`src/rtl/if_fetch_unit_pkg.sv`:
```
// Shared fetch-stage package: fetch FSM state encoding,
// NOP encoding and the default reset PC.
package if_fetch_unit_pkg;

  typedef enum logic [1:0] {
    S_REQ  = 2'd0,
    S_WAIT = 2'd1,
    S_HAVE = 2'd2,
    S_DROP = 2'd3
  } fetch_state_e;

  localparam logic [31:0] MIPS_NOP     = 32'h0000_0000;
  localparam logic [31:0] DEF_RESET_PC = 32'h0000_0000;

endpackage

```
`src/rtl/if_fetch_unit_if.sv`:
```
// Instruction-memory request/grant/response bundle.
// master = fetch unit, slave = instruction memory.
interface if_fetch_unit_if;

  logic        imem_req;
  logic [31:0] imem_addr;
  logic        imem_gnt;
  logic        imem_rvalid;
  logic [31:0] imem_rdata;

  modport master (
    output imem_req,
    output imem_addr,
    input  imem_gnt,
    input  imem_rvalid,
    input  imem_rdata
  );

  modport slave (
    input  imem_req,
    input  imem_addr,
    output imem_gnt,
    output imem_rvalid,
    output imem_rdata
  );

endinterface

```
`src/rtl/if_fetch_unit.sv`:
```
// MIPS instruction-fetch stage: owns the PC, runs one
// outstanding imem transaction, feeds IF/ID with bubbles.
module if_fetch_unit
  import if_fetch_unit_pkg::*;
#(
  parameter logic [31:0] RESET_PC = DEF_RESET_PC
) (
  input  logic                   clk,
  input  logic                   reset_n,
  input  logic                   Stall,
  input  logic                   Redirect,
  input  logic [31:0]            Redirect_Target,
  if_fetch_unit_if.master        imem,
  output logic [31:0]            IF_PC_plus_4,
  output logic [31:0]            IF_Instruction,
  output logic                   IF_Flush
);

  fetch_state_e state, state_n;
  logic [31:0]  pc, pc_n;
  logic [31:0]  inst_buf, buf_n;
  logic [31:0]  pc_plus_4;

  assign pc_plus_4 = pc + 32'd4;

  // Next-state, next-PC and buffer capture; redirect overrides PC.
  always_comb begin
    state_n = state;
    pc_n    = pc;
    buf_n   = inst_buf;
    unique case (1'b1)
      (state == S_REQ): begin
        if (imem.imem_gnt)
          state_n = Redirect ? S_DROP : S_WAIT;
      end
      (state == S_WAIT): begin
        if (imem.imem_rvalid) begin
          if (Redirect) begin
            state_n = S_REQ;
          end else begin
            buf_n   = imem.imem_rdata;
            state_n = S_HAVE;
          end
        end else if (Redirect) begin
          state_n = S_DROP;
        end
      end
      (state == S_HAVE): begin
        if (Redirect) begin
          state_n = S_REQ;
        end else if (!Stall) begin
          pc_n    = pc_plus_4;
          state_n = S_REQ;
        end
      end
      default: begin
        if (imem.imem_rvalid)
          state_n = S_REQ;
      end
    endcase
    if (Redirect)
      pc_n = Redirect_Target;
  end

  // State, PC and instruction buffer registers.
  always_ff @(posedge clk or negedge reset_n) begin
    if (!reset_n) begin
      state    <= S_REQ;
      pc       <= RESET_PC;
      inst_buf <= MIPS_NOP;
    end else begin
      state    <= state_n;
      pc       <= pc_n;
      inst_buf <= buf_n;
    end
  end

  assign imem.imem_req  = reset_n & (state == S_REQ);
  assign imem.imem_addr = pc;

  assign IF_PC_plus_4   = pc_plus_4;
  assign IF_Instruction = (state == S_HAVE) ? inst_buf
                                            : MIPS_NOP;
  assign IF_Flush       = Redirect |
                          ((state != S_HAVE) & ~Stall);

endmodule

```
`src/flat_wrapper.sv`:
```
// flat-port wrapper written by rule: the top's interface ports become plain ports
module if_fetch_unit_flat import if_fetch_unit_pkg::*;
#(
  parameter logic [31:0] RESET_PC = DEF_RESET_PC
)
  (clk, reset_n, Stall, Redirect, Redirect_Target, IF_PC_plus_4, IF_Instruction, IF_Flush, imem_imem_req, imem_imem_addr, imem_imem_gnt, imem_imem_rvalid, imem_imem_rdata);
  if_fetch_unit_if imem_i ();
  input  logic clk;
  input  logic reset_n;
  input  logic Stall;
  input  logic Redirect;
  input  logic [31:0] Redirect_Target;
  output logic [31:0] IF_PC_plus_4;
  output logic [31:0] IF_Instruction;
  output logic IF_Flush;
  output wire logic [$bits(imem_i.imem_req)-1:0] imem_imem_req;
  output wire logic [$bits(imem_i.imem_addr)-1:0] imem_imem_addr;
  input wire logic [$bits(imem_i.imem_gnt)-1:0] imem_imem_gnt;
  input wire logic [$bits(imem_i.imem_rvalid)-1:0] imem_imem_rvalid;
  input wire logic [$bits(imem_i.imem_rdata)-1:0] imem_imem_rdata;
  assign imem_imem_req = imem_i.imem_req;
  assign imem_imem_addr = imem_i.imem_addr;
  assign imem_i.imem_gnt = imem_imem_gnt;
  assign imem_i.imem_rvalid = imem_imem_rvalid;
  assign imem_i.imem_rdata = imem_imem_rdata;
  if_fetch_unit #(.RESET_PC(RESET_PC)) u_core (.clk(clk), .reset_n(reset_n), .Stall(Stall), .Redirect(Redirect), .Redirect_Target(Redirect_Target), .imem(imem_i), .IF_PC_plus_4(IF_PC_plus_4), .IF_Instruction(IF_Instruction), .IF_Flush(IF_Flush));
endmodule
```
`config.mk`:
```
export PLATFORM = sky130hd
export DESIGN_NAME = if_fetch_unit_flat
export DESIGN_NICKNAME = d
export VERILOG_FILES = /design/src/rtl/if_fetch_unit_pkg.sv /design/src/rtl/if_fetch_unit_if.sv /design/src/rtl/if_fetch_unit.sv /design/src/flat_wrapper.sv
export SDC_FILE = /design/constraint.sdc
export NUM_CORES = 1
export LEC_CHECK = 0
export ABC_CLOCK_PERIOD_IN_PS = 6050
export BUFFER_PORTS_ARGS = -buffer_cell sky130_fd_sc_hd__buf_2
export CAP_MARGIN = 20
export CORE_UTILIZATION = 50
export DETAILED_ROUTE_END_ITERATION = 7
export PLACE_DENSITY = 0.89
export SLEW_MARGIN = 20
export SYNTH_ARGS = -nofsm -noshare
export SYNTH_HDL_FRONTEND = slang
export SYNTH_SLANG_ARGS = --single-unit
```
`constraint.sdc`:
```
create_clock -name clk -period 6.05 [get_ports clk]
set_input_delay 0 -clock clk [delete_from_list [all_inputs] [get_ports clk]]
set_output_delay 0 -clock clk [all_outputs]
set_load 0.02 [all_outputs]
```
---- Word-level counts from Yosys, hierarchy flattened ----
Index checks and enable logic that the tools add are counted.
word-level totals
  flip-flop bits (word level) ............. 66
  logic and storage cells ................. 35
operators by class
  add/subtract/negate cells ............... 1
  eq/ne operators ......................... 7
  mux-type cells .......................... 13
  bitwise gates (word level) .............. 5
  reduce and logical (&&, ||, !) cells .... 6
operators by type and width
  operator                                                                 number
  32-bit 2-to-1 mux                                                        4
  32-bit by 3-bit adder with 32-bit output, second input constant          1
  2-bit 2-to-1 mux                                                         8
  3-bit inequality test, second input constant                             2
  2-bit one-hot mux with 3 select lines                                    1
  2-bit inequality test, second input constant                             2
  4-bit AND reduction                                                      1
  4-bit nonzero test                                                       1
  3-bit AND reduction                                                      1
  1-bit bitwise AND                                                        2
  2-bit by 1-bit == test with 1-bit output, second input constant          1
  2-bit == test, second input constant                                     1
  2-bit logical NOT                                                        1
  2-bit by 1-bit inequality test with 1-bit output, second input constant  1
  1-bit inverter                                                           2
  2-bit AND reduction                                                      1
  2-bit nonzero test                                                       1
  1-bit OR                                                                 1

---- Logic depth before layout (Yosys ltp) ----
  depth after elaboration ................. 4
  mapped depth ............................ 8
  depth with buffers taken out ............ 6

---- Least setup slack after synthesis ----
OpenSTA, ideal clock, no wires.
  kind .................................... register -> output
  start point ............................. register u_core.pc[2], in the netlist u_core.imem.imem_addr[2]
  end point ............................... output IF_PC_plus_4[18]
  arrival time ............................ 2.148 ns
  required time ........................... 6.050 ns
  path slack .............................. 3.902 ns
  cell stages (with the launch flop) ...... 6
  cells stage by stage .................... dfrtp_1 -> ha_1 -> nand3_2 -> nor4_1 -> nand4_1 -> xnor2_1
on the way
  cells in the longest elaborated chain, start to end .. 1
RTL lines
  what                                      line                 text
  start, declared                           if_fetch_unit.sv:20  logic [31:0] pc, pc_n;
  start signal, assigned                    if_fetch_unit.sv:73  pc <= pc_n;
  32-bit by 3-bit adder with 32-bit output  if_fetch_unit.sv:24  assign pc_plus_4 = pc + 32'd4;
  end, declared                             flat_wrapper.sv:13   output logic [31:0] IF_PC_plus_4;
No other way between the ends.

---- Worst setup path after layout ----
  start point ............................. register u_core.state[0]
  end point ............................... register u_core.pc[27], in the netlist u_core.imem.imem_addr[27]
on the way
  cells in the longest elaborated chain, start to end .. 3
RTL lines
  what                                  line                 text
  start, declared                       if_fetch_unit.sv:19  fetch_state_e state, state_n;
  start signal, assigned                if_fetch_unit.sv:72  state <= state_n;
  2-bit == test                         if_fetch_unit.sv:48  (state == S_HAVE): begin
  2-bit nonzero test (no source line)   -
  2-bit AND reduction (no source line)  -
No other way between the ends.
A chain may end at the register's enable or synchronous reset.

==> summary.json <==
{
  "type_of_the_worst_setup_path": {"value": "register to register"},
  "path_delay_family": {"value": "simple AND/OR/NAND/NOR gates"},
  "setup_total_negative_slack": {"value": 0, "unit": "ps"},
  "synth-simple-area-share": {"value": 26.09, "unit": "%"},
  "floorplan.die_area": {"value": 8487, "unit": "µm²"},
  "tightest_slew": {"value": 846.2, "unit": "ps"},
  "ys.warnings.count": {"value": 0},
  "portbufs": {"value": 167},
  "cts.htree.levels": {"value": 3},
  "p_leak": {"value": 2.661, "unit": "nW"},
  "synth-compound-area-share": {"value": 7.209, "unit": "%"},
  "drc": {"value": 0},
  "grt_pass1_vias": {"value": 4189},
  "post-cts-setup-buffer-count": {"value": 0},
  "cap_violations": {"value": 0},
  "final_hold_fails": {"value": 0},
  "post-place-ws": {"value": 2826, "unit": "ps"},
  "post-dp-hpwl": {"value": 7.454, "unit": "mm"},
  "final_max_slew_violation_count": {"value": 0},
  "postSynth.asyncResetShare": {"value": 100.0, "unit": "%"},
  "critical-path-max-stage-delay": {"value": 570, "unit": "ps"},
  "routed_wl": {"value": 12.30, "unit": "mm"},
  "place_congestion": {"value": 0.8989},
  "chipWidth": {"value": 92.13, "unit": "µm"},
  "regArea": {"value": 1652, "unit": "µm²"},
  "maximum_clock_frequency": {"value": 367.7, "unit": "MHz"},
  "status": {"value": "complete, no violations"},
  "cts_made_buffers": {"value": 9},
  "global_route.overflow_total": {"value": 0},
  "finalWorstSetupSlack": {"value": 3331, "unit": "ps"},
  "postSynth.topFlopCell": {"value": "sky130_fd_sc_hd__dfrtp_1"},
  "clk_root_buffer_cell": {"value": "sky130_fd_sc_hd__clkbuf_8"},
  "boundaryPins": {"value": 168},
  "postSynthAreaPerCell": {"value": 9.511, "unit": "µm²"},
  "layout.filler_cells": {"value": 535},
  "cell_count_after_synthesis": {"value": 427},
  "rsz0062_at_grt": {"value": "false"},
  "critical_path_arrival": {"value": 2970, "unit": "ps"},
  "worst_skew_pair.late_latency": {"value": 340, "unit": "ps"},
  "placement_rows": {"value": 32},
  "first_pass_grt_wire_length": {"value": 20.04, "unit": "mm"},
  "critical-path-slowest-cell": {"value": "sky130_fd_sc_hd__ha_2"},
  "cp-end-kind": {"value": "register"},
  "cells_traversed_along_the_worst_timing_path": {"value": "inv_1 > ha_2 > nand2b_1 > or3_1 > or4_1 > a31oi_1"},
  "final_antenna_net_count": {"value": 0},
  "detailed_routing_iterations_pass_1": {"value": 4},
  "synth_cell_types": {"value": 51},
  "post-route-period-util": {"value": 44.95, "unit": "%"},
  "tritoncts": {"value": "done"},
  "synth_edf_count": {"value": 0},
  "post_synth_xor_xnor_area": {"value": 8.626, "unit": "%"},
  "maxSlewHeadroom": {"value": 43.16, "unit": "%"},
  "clock_tree.buffer_depth": {"value": 2},
  "post_synth_instance_area": {"value": 4061, "unit": "µm²"},
  "synth.yosys.seq_area_share": {"value": 40.67, "unit": "%"},
  "crit_fanout": {"value": 38},
  "initial_utilization": {"value": 52.02, "unit": "%"},
  "postSynthNetCount": {"value": 501},
  "vertical_die_dimension": {"value": 92.13, "unit": "µm"},
  "dr_total_vias": {"value": 4169},
  "finalNetCount": {"value": 713},
  "wl_per_cell": {"value": 16.51, "unit": "µm"},
  "setup_viol_count_final": {"value": 0},
  "worst_hold_path_type": {"value": "input port to register"},
  "clkSlewWorstSetupHoldPaths": {"value": 70, "unit": "ps"},
  "tritoncts_num_sinks": {"value": 66},
  "postCtsResizedCells": {"value": 0},
  "avgViaCountPerCell": {"value": 5.596},
  "cts_hold_repair.buffers": {"value": 65},
  "antenna_found_initial": {"value": 0},
  "area_used_by_multi_input_combinational_logic": {"value": 2188, "unit": "µm²"},
  "synth_fa_ha_area_share": {"value": 1.232, "unit": "%"},
  "ys_ff_latch": {"value": 66},
  "timing.final.crit_period": {"value": 2719, "unit": "ps"},
  "drt_iter0_drc": {"value": 266},
  "grt_start_max_net_pins": {"value": 68},
  "synth_top_family_by_area": {"value": "simple AND/OR/NAND/NOR gates"},
  "antenna-diode-count": {"value": 0},
  "area_delta_synth_final": {"value": 41.07, "unit": "%"},
  "post_synth_mux_area_share": {"value": 10.66, "unit": "%"},
  "grt_use_total": {"value": 30.13, "unit": "%"},
  "power.density": {"value": 311.8, "unit": "nW/µm²"},
  "worstPathRequired": {"value": 6300, "unit": "ps"},
  "layout_cell_share_with_drive_strength_beyond_1": {"value": 35.61, "unit": "%"},
  "finalClockSkew": {"value": 10.12, "unit": "ps"},
  "setup.worst_path.start_class": {"value": "register"},
  "cp.buffers_inverters": {"value": 1},
  "placeable_core_region": {"value": 7807, "unit": "µm²"},
  "power.ir.vdd_worst": {"value": 0.2433, "unit": "mV"}
}
-- cell families after synthesis --
logic type | after synthesis
adders and majority gates | 4
DFF | 66
AOI/OAI and AO/OA | 43
and+or+nand+nor | 185
buffers and inverters | 50
muxes | 39
xor gates and xnor gates | 40
-- layout make-up --
type                    count  area share (%)
clock buffers              10           2.402
inverters                  16           1.048
multi-input cells         311           38.20
well taps                 102           2.228
clock inverters             5          0.9609
repair buffers            235           26.34
flip-flops and latches     66           28.83
-- routing by layer --
layer / up-vias / routed length, µm / global-route usage (%)
li1: 1919 / - / -
met1: 1972 / 4813 / 35.73
met2: 238 / 6052 / 50.87
met3: 40 / 1104 / 8.043
met4: 0 / 331 / 13.80
met5: - / 0 / 0
-- power breakdown --
| group | internal (mW) | leakage, nW | switching [mW] |
|---|---|---|---|
| registers | 0.579 | 0.787 | 0.116 |
| logic | 0.319 | 1.78 | 0.401 |
| clock network | 0.198 | 0.0941 | 0.174 |
| total | 1.10 | 2.66 | 0.691 |
-- placed cells by master, fill, tap and decap left out, types with 14 or more instances in the layout --
cell,n
sky130_fd_sc_hd__and2_1,36
sky130_fd_sc_hd__buf_2,167
sky130_fd_sc_hd__dfrtp_1,66
sky130_fd_sc_hd__dlygate4sd3_1,65
sky130_fd_sc_hd__inv_1,15
sky130_fd_sc_hd__mux2_2,34
sky130_fd_sc_hd__nand2_1,38
sky130_fd_sc_hd__nand3_1,18
sky130_fd_sc_hd__nand4_1,21
sky130_fd_sc_hd__nor2_1,25
sky130_fd_sc_hd__o21ai_0,14
sky130_fd_sc_hd__xnor2_1,29
-- cell usage after synthesis, types with 5 or more instances --
cell type / instances / share of area, %
sky130_fd_sc_hd__mux2i_1: 5 / 1.2
sky130_fd_sc_hd__o21ai_0: 14 / 1.7
sky130_fd_sc_hd__xnor2_1: 29 / 6.3
sky130_fd_sc_hd__clkbuf_1: 18 / 1.7
sky130_fd_sc_hd__inv_1: 15 / 1.4
sky130_fd_sc_hd__nor3_1: 11 / 1.4
sky130_fd_sc_hd__dfrtp_1: 66 / 41
sky130_fd_sc_hd__buf_4: 7 / 1.3
sky130_fd_sc_hd__nand4_1: 21 / 3.2
sky130_fd_sc_hd__xor2_1: 11 / 2.4
sky130_fd_sc_hd__mux2_2: 34 / 9.4
sky130_fd_sc_hd__nor4_1: 8 / 1.2
sky130_fd_sc_hd__nand2_1: 38 / 3.5
sky130_fd_sc_hd__buf_2: 5 / 0.62
sky130_fd_sc_hd__nor2_1: 25 / 2.3
sky130_fd_sc_hd__and2_1: 36 / 5.5
sky130_fd_sc_hd__nand3_1: 18 / 2.2
-- final timing paths --
| path | depth (start not counted) | startpoint | endpoint | slack [ps] |
|---|---|---|---|---|
| worst max-delay path | 6 | u_core.state[0] | u_core.imem.imem_addr[27] | 3330 |
| worst min-delay path | 4 | imem_imem_rvalid | u_core.state[0] | 110 |
| worst max register to register | 6 | u_core.state[0] | u_core.imem.imem_addr[27] | 3330 |
| worst min register to register | 1 | u_core.inst_buf[10] | u_core.inst_buf[10] | 510 |
| max in group asynchronous | 3 | reset_n | u_core.inst_buf[24] | 5100 |
| min in group asynchronous | 3 | reset_n | u_core.imem.imem_addr[11] | 380 |
-- state kept, by name (all words and copies together) (netlist names) --
register and count:
u_core.state 2, u_core.inst_buf 32, u_core.imem.imem_addr 32
-- tightest hold or removal path, delay by kind of cell --
kind	cells	cell delay, ps
compound gates	1	60
buf+inv	2	170
mux	1	160
-- through the flow --
step           instances  utilization, %  cell area, µm²  total power [mW]  hold WS [ps]
6_report             745           73.38            5729             1.787         112.2
5_1_grt              745           73.38            5729             1.885         120.6
4_1_cts              745           73.35            5727             1.767         97.44
3_5_place_dp         665           62.55            4883             1.362         214.1
3_3_place_gp         665           62.55            4883             1.326         209.7
2_1_floorplan        427               -            4061             1.142        -295.6
No activity file was read; power rests on OpenSTA's default activity.
